<file path="src/rtl/roc_multi_if.sv">
// roc_multi_if: bus bundle for the read-limited memory.
//   master : drives write/read requests, observes read results and status.
//   slave  : the memory itself.
// Signals:
//   wr, waddr, wdata, wcnt : write strobe, address, data, read budget (0 = 2**CW)
//   rd, raddr              : read strobe and address
//   rdata, rvalid, rmiss   : registered read data, hit pulse, miss pulse
//   wovr                   : pulse when a write replaced a still-valid entry
//   count, full, empty     : occupancy
interface roc_multi_if #(
    parameter int unsigned DW = 8,
    parameter int unsigned AW = 4,
    parameter int unsigned CW = 2
);
    logic          wr;
    logic [AW-1:0] waddr;
    logic [DW-1:0] wdata;
    logic [CW-1:0] wcnt;
    logic          rd;
    logic [AW-1:0] raddr;
    logic [DW-1:0] rdata;
    logic          rvalid;
    logic          rmiss;
    logic          wovr;
    logic [AW:0]   count;
    logic          full;
    logic          empty;

    modport master (
        output wr, waddr, wdata, wcnt, rd, raddr,
        input  rdata, rvalid, rmiss, wovr, count, full, empty
    );

    modport slave (
        input  wr, waddr, wdata, wcnt, rd, raddr,
        output rdata, rvalid, rmiss, wovr, count, full, empty
    );
endinterface

</file>
<file path="src/rtl/roc_multi.sv">
// roc_multi: read-limited memory. Each entry is written once with a read
// budget (1..2**CW) and self-clears after its last permitted read.
// Ports:
//   clk : clock, rising edge
//   rst : synchronous active-high reset
//   bus : roc_multi_if.slave (write port, read port, pulses, occupancy)
// Read latency is one cycle. A same-address write and read in one cycle
// reads the old contents, while the write's new state is what remains.
module roc_multi #(
    parameter int unsigned DW  = 8,
    parameter int unsigned AW  = 4,
    parameter int unsigned DEP = 16,
    parameter int unsigned CW  = 2
) (
    input logic        clk,
    input logic        rst,
    roc_multi_if.slave bus
);
    logic [DW-1:0]  mem_q [DEP];
    logic [DEP-1:0] vld_q;
    logic [CW:0]    rem_q [DEP];

    logic [DW-1:0]  rdata_q;
    logic           rvalid_q;
    logic           rmiss_q;
    logic           wovr_q;
    logic [AW:0]    count_q;
    logic [AW:0]    count_d;

    logic           rd_hit;
    logic           rd_last;
    logic           rd_clr;
    logic           wr_new;
    logic           wr_ovr;
    logic [CW:0]    wr_budget;

    always_comb begin
        rd_hit    = bus.rd && vld_q[bus.raddr];
        rd_last   = rd_hit && (rem_q[bus.raddr] == (CW+1)'(1));
        // A same-address write re-validates the entry, so the final read
        // does not reduce occupancy.
        rd_clr    = rd_last && !(bus.wr && (bus.waddr == bus.raddr));
        wr_ovr    = bus.wr && vld_q[bus.waddr];
        wr_new    = bus.wr && !vld_q[bus.waddr];
        wr_budget = (bus.wcnt == '0) ? {1'b1, {CW{1'b0}}} : {1'b0, bus.wcnt};
        count_d   = count_q;
        if (wr_new) count_d = count_d + (AW+1)'(1);
        if (rd_clr) count_d = count_d - (AW+1)'(1);
    end

    always_ff @(posedge clk) begin
        if (rst) begin
            for (int i = 0; i < DEP; i++) begin
                mem_q[i] <= '0;
                rem_q[i] <= '0;
            end
            vld_q    <= '0;
            rdata_q  <= '0;
            rvalid_q <= 1'b0;
            rmiss_q  <= 1'b0;
            wovr_q   <= 1'b0;
            count_q  <= '0;
        end else begin
            rvalid_q <= rd_hit;
            rmiss_q  <= bus.rd && !vld_q[bus.raddr];
            wovr_q   <= wr_ovr;
            count_q  <= count_d;
            if (bus.rd) rdata_q <= rd_hit ? mem_q[bus.raddr] : '0;
            if (rd_hit) begin
                rem_q[bus.raddr] <= rem_q[bus.raddr] - (CW+1)'(1);
                if (rd_last) begin
                    vld_q[bus.raddr] <= 1'b0;
                    mem_q[bus.raddr] <= '0;
                end
            end
            // Placed after the read update so a same-address write wins.
            if (bus.wr) begin
                mem_q[bus.waddr] <= bus.wdata;
                vld_q[bus.waddr] <= 1'b1;
                rem_q[bus.waddr] <= wr_budget;
            end
        end
    end

    assign bus.rdata  = rdata_q;
    assign bus.rvalid = rvalid_q;
    assign bus.rmiss  = rmiss_q;
    assign bus.wovr   = wovr_q;
    assign bus.count  = count_q;
    assign bus.full   = (count_q == (AW+1)'(DEP));
    assign bus.empty  = (count_q == '0);
endmodule

</file>
<file path="src/flat_wrapper.sv">
// flat-port wrapper written by rule: the top's interface ports become plain ports
module roc_multi_flat 
#(
    parameter int unsigned DW  = 8,
    parameter int unsigned AW  = 4,
    parameter int unsigned DEP = 16,
    parameter int unsigned CW  = 2
)
  (clk, rst, bus_wr, bus_waddr, bus_wdata, bus_wcnt, bus_rd, bus_raddr, bus_rdata, bus_rvalid, bus_rmiss, bus_wovr, bus_count, bus_full, bus_empty);
  roc_multi_if #(.DW(DW), .AW(AW), .CW(CW)) bus_i ();
  input logic clk;
  input logic rst;
  input wire logic [$bits(bus_i.wr)-1:0] bus_wr;
  input wire logic [$bits(bus_i.waddr)-1:0] bus_waddr;
  input wire logic [$bits(bus_i.wdata)-1:0] bus_wdata;
  input wire logic [$bits(bus_i.wcnt)-1:0] bus_wcnt;
  input wire logic [$bits(bus_i.rd)-1:0] bus_rd;
  input wire logic [$bits(bus_i.raddr)-1:0] bus_raddr;
  output wire logic [$bits(bus_i.rdata)-1:0] bus_rdata;
  output wire logic [$bits(bus_i.rvalid)-1:0] bus_rvalid;
  output wire logic [$bits(bus_i.rmiss)-1:0] bus_rmiss;
  output wire logic [$bits(bus_i.wovr)-1:0] bus_wovr;
  output wire logic [$bits(bus_i.count)-1:0] bus_count;
  output wire logic [$bits(bus_i.full)-1:0] bus_full;
  output wire logic [$bits(bus_i.empty)-1:0] bus_empty;
  assign bus_i.wr = bus_wr;
  assign bus_i.waddr = bus_waddr;
  assign bus_i.wdata = bus_wdata;
  assign bus_i.wcnt = bus_wcnt;
  assign bus_i.rd = bus_rd;
  assign bus_i.raddr = bus_raddr;
  assign bus_rdata = bus_i.rdata;
  assign bus_rvalid = bus_i.rvalid;
  assign bus_rmiss = bus_i.rmiss;
  assign bus_wovr = bus_i.wovr;
  assign bus_count = bus_i.count;
  assign bus_full = bus_i.full;
  assign bus_empty = bus_i.empty;
  roc_multi #(.DW(DW), .AW(AW), .DEP(DEP), .CW(CW)) u_core (.clk(clk), .rst(rst), .bus(bus_i));
endmodule
</file>
<file path="config.mk">
export PLATFORM = sky130hd
export DESIGN_NAME = roc_multi_flat
export DESIGN_NICKNAME = d
export VERILOG_FILES = /design/src/rtl/roc_multi_if.sv /design/src/rtl/roc_multi.sv /design/src/flat_wrapper.sv
export SDC_FILE = /design/constraint.sdc
export NUM_CORES = 1
export LEC_CHECK = 0
export CORE_ASPECT_RATIO = 0.75
export CORE_MARGIN = 2
export CORE_UTILIZATION = 30
export CTS_BUF_LIST = sky130_fd_sc_hd__clkbuf_16
export CTS_CLUSTER_SIZE = 28
export DETAILED_ROUTE_END_ITERATION = 10
export PLACE_DENSITY_LB_ADDON = 0.12
export SLEW_MARGIN = 20
export SYNTH_ARGS = -nofsm -noshare
export SYNTH_HDL_FRONTEND = slang
export SYNTH_SLANG_ARGS = --single-unit
</file>
<file path="constraint.sdc">
create_clock -name clk -period 7.75 [get_ports clk]
set_input_delay 1.1625 -clock clk [delete_from_list [all_inputs] [get_ports clk]]
set_output_delay 1.1625 -clock clk [all_outputs]
set_load 0.02 [all_outputs]
</file>
# Word level (Yosys, flattened, before mapping)
# Memory sizes are Yosys's and may differ from the RTL's.
# Cells that the tools add are included.
[totals]
reg_bits = 32
ramBits = 176
inputBits = 22
out_inout_bits = 18
mem_count = 2
[op_classes]
add_sub_neg = 3
order_cmp = 4
n_eq_ne = 3
mux = 40
bitwise = 3
n_reduce_logical = 18
[mem_list]
columns = ["memory", "depth", "word_bits", "rd", "rd_clocked_by_memory_dff", "write_ports", "line", "rtl"]
rows = [
  ["u_core.mem_q", 16, 8, 1, 0, 16, "roc_multi.sv:19", "logic [DW-1:0] mem_q [DEP];"],
  ["u_core.rem_q", 16, 3, 1, 0, 16, "roc_multi.sv:21", "logic [CW:0] rem_q [DEP];"],
]
[ops]
columns = ["operator", "count"]
rows = [
  ["two-way mux 16 bit", 4],
  ["two-way mux 8 bit", 3],
  ["two-way mux 1 bit", 20],
  ["bitwise AND 16 bit", 1],
  ["two-way mux 4 bit", 4],
  ["NOT 16 bit", 1],
  ["OR 16 bit", 1],
  ["OR reduction 8 bit", 2],
  ["< comparator 4 x 5 -> 1 bit (second input constant)", 2],
  ["two-way mux 5 bit", 2],
  ["logical AND 1 bit", 9],
  ["two-way mux 3 bit", 3],
  ["binary-select mux 1 bit (select 4 bit)", 2],
  ["demux 1 bit (select 4 bit)", 2],
  [">= comparator 4 x 1 -> 1 bit (second input constant)", 2],
  ["OR reduction 3 bit", 2],
  ["adder 5 x 1 -> 5 bit (second input constant)", 1],
  ["equality test 5 bit (second input constant)", 1],
  ["logical NOT 5 bit", 1],
  ["subtractor 5 x 1 -> 5 bit (second input constant)", 1],
  ["equality test 4 bit", 1],
  ["equality test 3 x 1 -> 1 bit (second input constant)", 1],
  ["logical NOT 1 bit", 3],
  ["subtractor 3 x 1 -> 3 bit (second input constant)", 1],
  ["logical NOT 2 bit", 1],
]

# Depth between registers and ports, before layout
[logic_depth]
depth_word = 11
depth_mapped = 13
mapped_depth_nobuf = 9

# Worst setup path after synthesis
# OpenSTA, ideal clock, no wires.
[synth_timing]
path_type = "input to register"
startpoint = "input port bus_raddr[0]"
endpoint = "memory u_core.mem_q[3][1], enable pin"
setup_time_ns = 0.384
t_arrival_ns = 4.245
required_time_ns = 7.366
path_slack_ns = 3.121
stages = 11
path_cell_list = "buf_4 -> buf_2 -> buf_2 -> mux4_2 -> mux4_2 -> inv_1 -> ha_1 -> nand3b_1 -> a22o_2 -> clkbuf_1 -> o21ai_0"
[synth_rtl]
columns = ["item", "line", "rtl"]
rows = [
  ["start, declared", "flat_wrapper.sv:18", "input wire logic [$bits(bus_i.raddr)-1:0] bus_raddr;"],
  ["end, declared", "roc_multi.sv:19", ""],
]

# Final worst setup path
[layout_timing]
startpoint = "input port bus_raddr[0]"
endpoint = "register u_core.count_q[4] (netlist: u_core.bus.count[4])"
[layout_via]
elab_chain_cells = 6
[layout_rtl]
columns = ["item", "line", "rtl"]
rows = [
  ["branches (longest 4 deep; another with memory (16 x 3 bit))", "n/a", ""],
  ["logical AND 1 bit (*)", "roc_multi.sv:42", "rd_clr = rd_last && !(bus.wr && (bus.waddr == bus.raddr));"],
  ["two-way mux 5 bit (*)", "roc_multi.sv:48", "if (rd_clr) count_d = count_d - (AW+1)'(1);"],
  ["end signal, assigned", "roc_multi.sv:67", "count_q <= count_d;"],
  ["end, declared", "roc_multi.sv:27", "logic [AW:0] count_q;"],
]
# Every way passes the cells marked *. The select of a mux whose other input is x is not followed.
# A chain may end at the register's enable or synchronous reset.

==> reports/metrics.cfg <==
[run_status]
status = finished clean

[power]
swShare_pct = 23.2
power_switching_uw = 611
power_frac_comb_pct = 9.2
p_leak_uw = 0.00426
p_int_uw = 2020
p_per_area_nw_per_um2 = 217
power_frac_clock_pct = 42.8
finalPower_uw = 2630
pwr-share-seq_pct = 48.0
vdd_drop_max_uv = 117

[synth]
syn_area_sq_um = 10500
synthArstFlopShare_pct = 0
synth.avg_cell_area_sq_um = 12.9
ys_seq_area_share_pct = 56.5
synth_cell_types = 55
yosys_warnings = 0
ys_ff_latch = 208
synth_enable_flop_cells = 176
netlist_instances = 815
synth_flop_cell = edfxtp_1
syn-num-nets = 842

[clocking]
h-tree-depth = 1
insertion_delay_ns = 0.52
clkTransAtPathRegs_ns = 0.06
cts_sinks = 208
post-cts-setup-buffers = 0
cts_buffers = 24
cts_tree = done
post_cts_resized = 0
cts_hold_buf = 0
cts_root_buf = clkbuf_16
ctsLongestPathBuffers = 3

[floorplan]
start_util_pct = 30.3
die_h_microns = 166
core_sq_um = 34500
rows = 59
ioPinCount = 40
dieArea_sq_um = 36500
die_w_microns = 220

[worst_hold_path]
hp-start = u_core.bus.rdata[1]$_SDFFE_PP0P_
whs_path_depth = 1
hold_end = u_core.bus.rdata[1]$_SDFFE_PP0P_
min_path_type = flop to flop

[detailed_routing]
drt-pass1-iter-count = 5
ant_nets = 0
wl_microns = 29300
num_vias = 6672
vias_per_cell = 5.06
wire_per_inst_microns = 22.3
drt_iter0_drc = 520
remaining_drc_errors = 0

[critical_path]
cp_data_required_time_ns = 8.16
crit_type = input pin to flop
worstSetupEndpointType = flop
reg2reg_to = u_core.bus.count[4]$_SDFF_PP0_
rr_worst_depth = 9
r2r_slack_ns = 4.44
cpPeakStageDelay_ns = 0.58
worstSetupStartpointType = input pin
crit_path_cell_trace = buf_4 -> buf_4 -> mux4_2 -> mux4_2 -> inv_1 -> ha_1 -> nand3b_1 -> a22o_2 -> nor2b_2 -> nor4bb_4 -> mux2_4
worstPathMaxFanout = 34
cp.arrival_ns = 5.14
cpMaxStageDelayCell = buf_4
r2r_start = u_core.rem_q[0][1]$_DFFE_PP_

[grt]
grt-ovfl-total = 0
grt_usage_pct = 16.4
antenna_found_initial = 2
grt_pass1_vias = 6467
grt_max_degree = 44
grt_pass1_wl_microns = 44400

[layout]
nets = 871
drive_gt1_share_pct = 17.0
fillers = 3413
register_area_sq_um = 5930
final_cells = 1318
n_antenna_cell = 0
multi_input_area_sq_um = 4180
fin_util_pct = 35.1
area_delta_synth_final_pct = 15.7

[sta]
rsz0062_at_grt = no
maxSlewViolCount = 0
min_period_ns = 4.73
tns_ns = 0
fmax_ghz = 0.212
whs_ns = 0.477
setup_viol = 0
finalClockSkew_ns = 0.00952
period_share_pct = 61.0
relSlewSlack_pct = 29.3
tightest_slew_ns = 1.06
hold_viol = 0

[run]
maxCapViolations = 0

[placement]
dpl.hpwl_microns = 20500
io_buffers = 39
placed_cells = 1275
finalWeightedCongestion = 0.802

final cells by class:
cell class | instances | share of cell area [%]
inverter | 17 | 0.526
clock buffer | 25 | 5.16
multi-input combinational | 522 | 34.4
clock inverter | 18 | 1.21
timing repair buffer | 71 | 5.16
tap | 457 | 4.71
sequential | 208 | 48.8
registers in the layout, summed over array words and instances (netlist names):
name / cells
u_core.mem_q: 128
u_core.rem_q: 48
u_core.vld_q: 16
u_core.bus.rdata: 8
u_core.bus.count: 5
u_core.bus.rmiss: 1
u_core.bus.rvalid: 1
u_core.bus.wovr: 1
critical path, delay by kind of cell:
| kind | cells | cell delay [ns] |
|---|---|---|
| fa+ha+maj | 1 | 0.17 |
| mux | 3 | 1.38 |
| buf+inv | 3 | 1.14 |
| simple gates | 3 | 0.75 |
| compound gates | 1 | 0.48 |
cells by family after synthesis:
group / after synthesis / synth area share, %
AOI/OAI and AO/OA: 114 / 7.57
xor gates and xnor gates: 10 / 0.907
adders and majority gates: 5 / 0.597
buffers and inverters: 85 / 3.87
DFF: 208 / 56.5
muxes: 79 / 14.3
and+or+nand+nor: 314 / 16.2
metal layers:
metal / track usage (%) / vias up / part of all wire [%]
met5: 0 / - / 0
met4: 2.98 / 0 / 1.5
met3: 3.13 / 34 / 5.7
met2: 21.6 / 174 / 40
met1: 27.4 / 3380 / 53
li1: - / 3084 / -
cells in the final DEF, fill, tap and decap left out, types with 6 or more instances in the layout:
| cell | count |
|---|---|
| clkdlybuf4s50_1 | 37 |
| clkbuf_16 | 25 |
| nor2b_1 | 9 |
| nand2b_1 | 11 |
| and2_1 | 121 |
| nor2_1 | 52 |
| a22o_1 | 8 |
| nand3_1 | 11 |
| clkinv_1 | 7 |
| and3_1 | 8 |
| edfxtp_1 | 176 |
| o31ai_1 | 39 |
| o21ai_0 | 42 |
| inv_1 | 24 |
| mux2i_1 | 17 |
| xor2_1 | 6 |
| o32ai_1 | 11 |
| nand2_1 | 66 |
| buf_4 | 34 |
| mux4_2 | 56 |
| dfxtp_1 | 32 |
worst max path at each step:
stage,to,slack [ns],startpoint
floorplan,u_core.mem_q[3][1]$_SDFFCE_PN0P_,3.12,bus_raddr[0]
global placement,u_core.bus.count[4]$_SDFF_PP0_,2.49,bus_raddr[0]
detailed placement,u_core.bus.count[4]$_SDFF_PP0_,2.39,bus_raddr[0]
CTS,u_core.bus.count[4]$_SDFF_PP0_,2.96,bus_raddr[0]
global route,u_core.bus.count[4]$_SDFF_PP0_,2.70,bus_raddr[0]
finish,u_core.bus.count[4]$_SDFF_PP0_,3.02,bus_raddr[0]
synth_stat cells, types with 5 or more instances:
library cell    n  area share (%)
o31ai_1        39             2.8
or2_2           5            0.30
nand2b_1       11            0.66
mux4_2         56              12
nor3_1          8            0.38
buf_2          12            0.57
a22o_1          8            0.67
ha_1            5            0.60
mux2i_1        17             1.6
and3_1          8            0.48
xor2_1          6            0.50
nand3_1        11            0.53
nor2_1         53             1.9
o21ai_0        42             2.0
mux2_2          5            0.54
inv_1          15            0.54
nand2_1        66             2.4
o32ai_1        11            0.92
edfxtp_1      176              50
dfxtp_1        32             6.1
clkbuf_1       43             1.5
buf_6           5            0.54
and2_1        121             7.2
nor2b_1         9            0.54
power by group through the flow:
stage	Combinational, uW	Sequential [uW]	Clock [uW]
final	242	1260	1130
after global routing	264	1270	1200
after global placement	244	1290	0
after floorplan	150	1280	0
after CTS	246	1260	1160
after detailed placement	245	1290	0
stage by stage:
stage	instance area [sq um]	worst slack [ns]
after global placement	11400	2.49
after global routing	12100	2.70
after floorplan	10500	3.12
after detailed placement	11400	2.39
after CTS	12100	2.96
final	12100	3.02
Power figures use the tool's default switching activity.
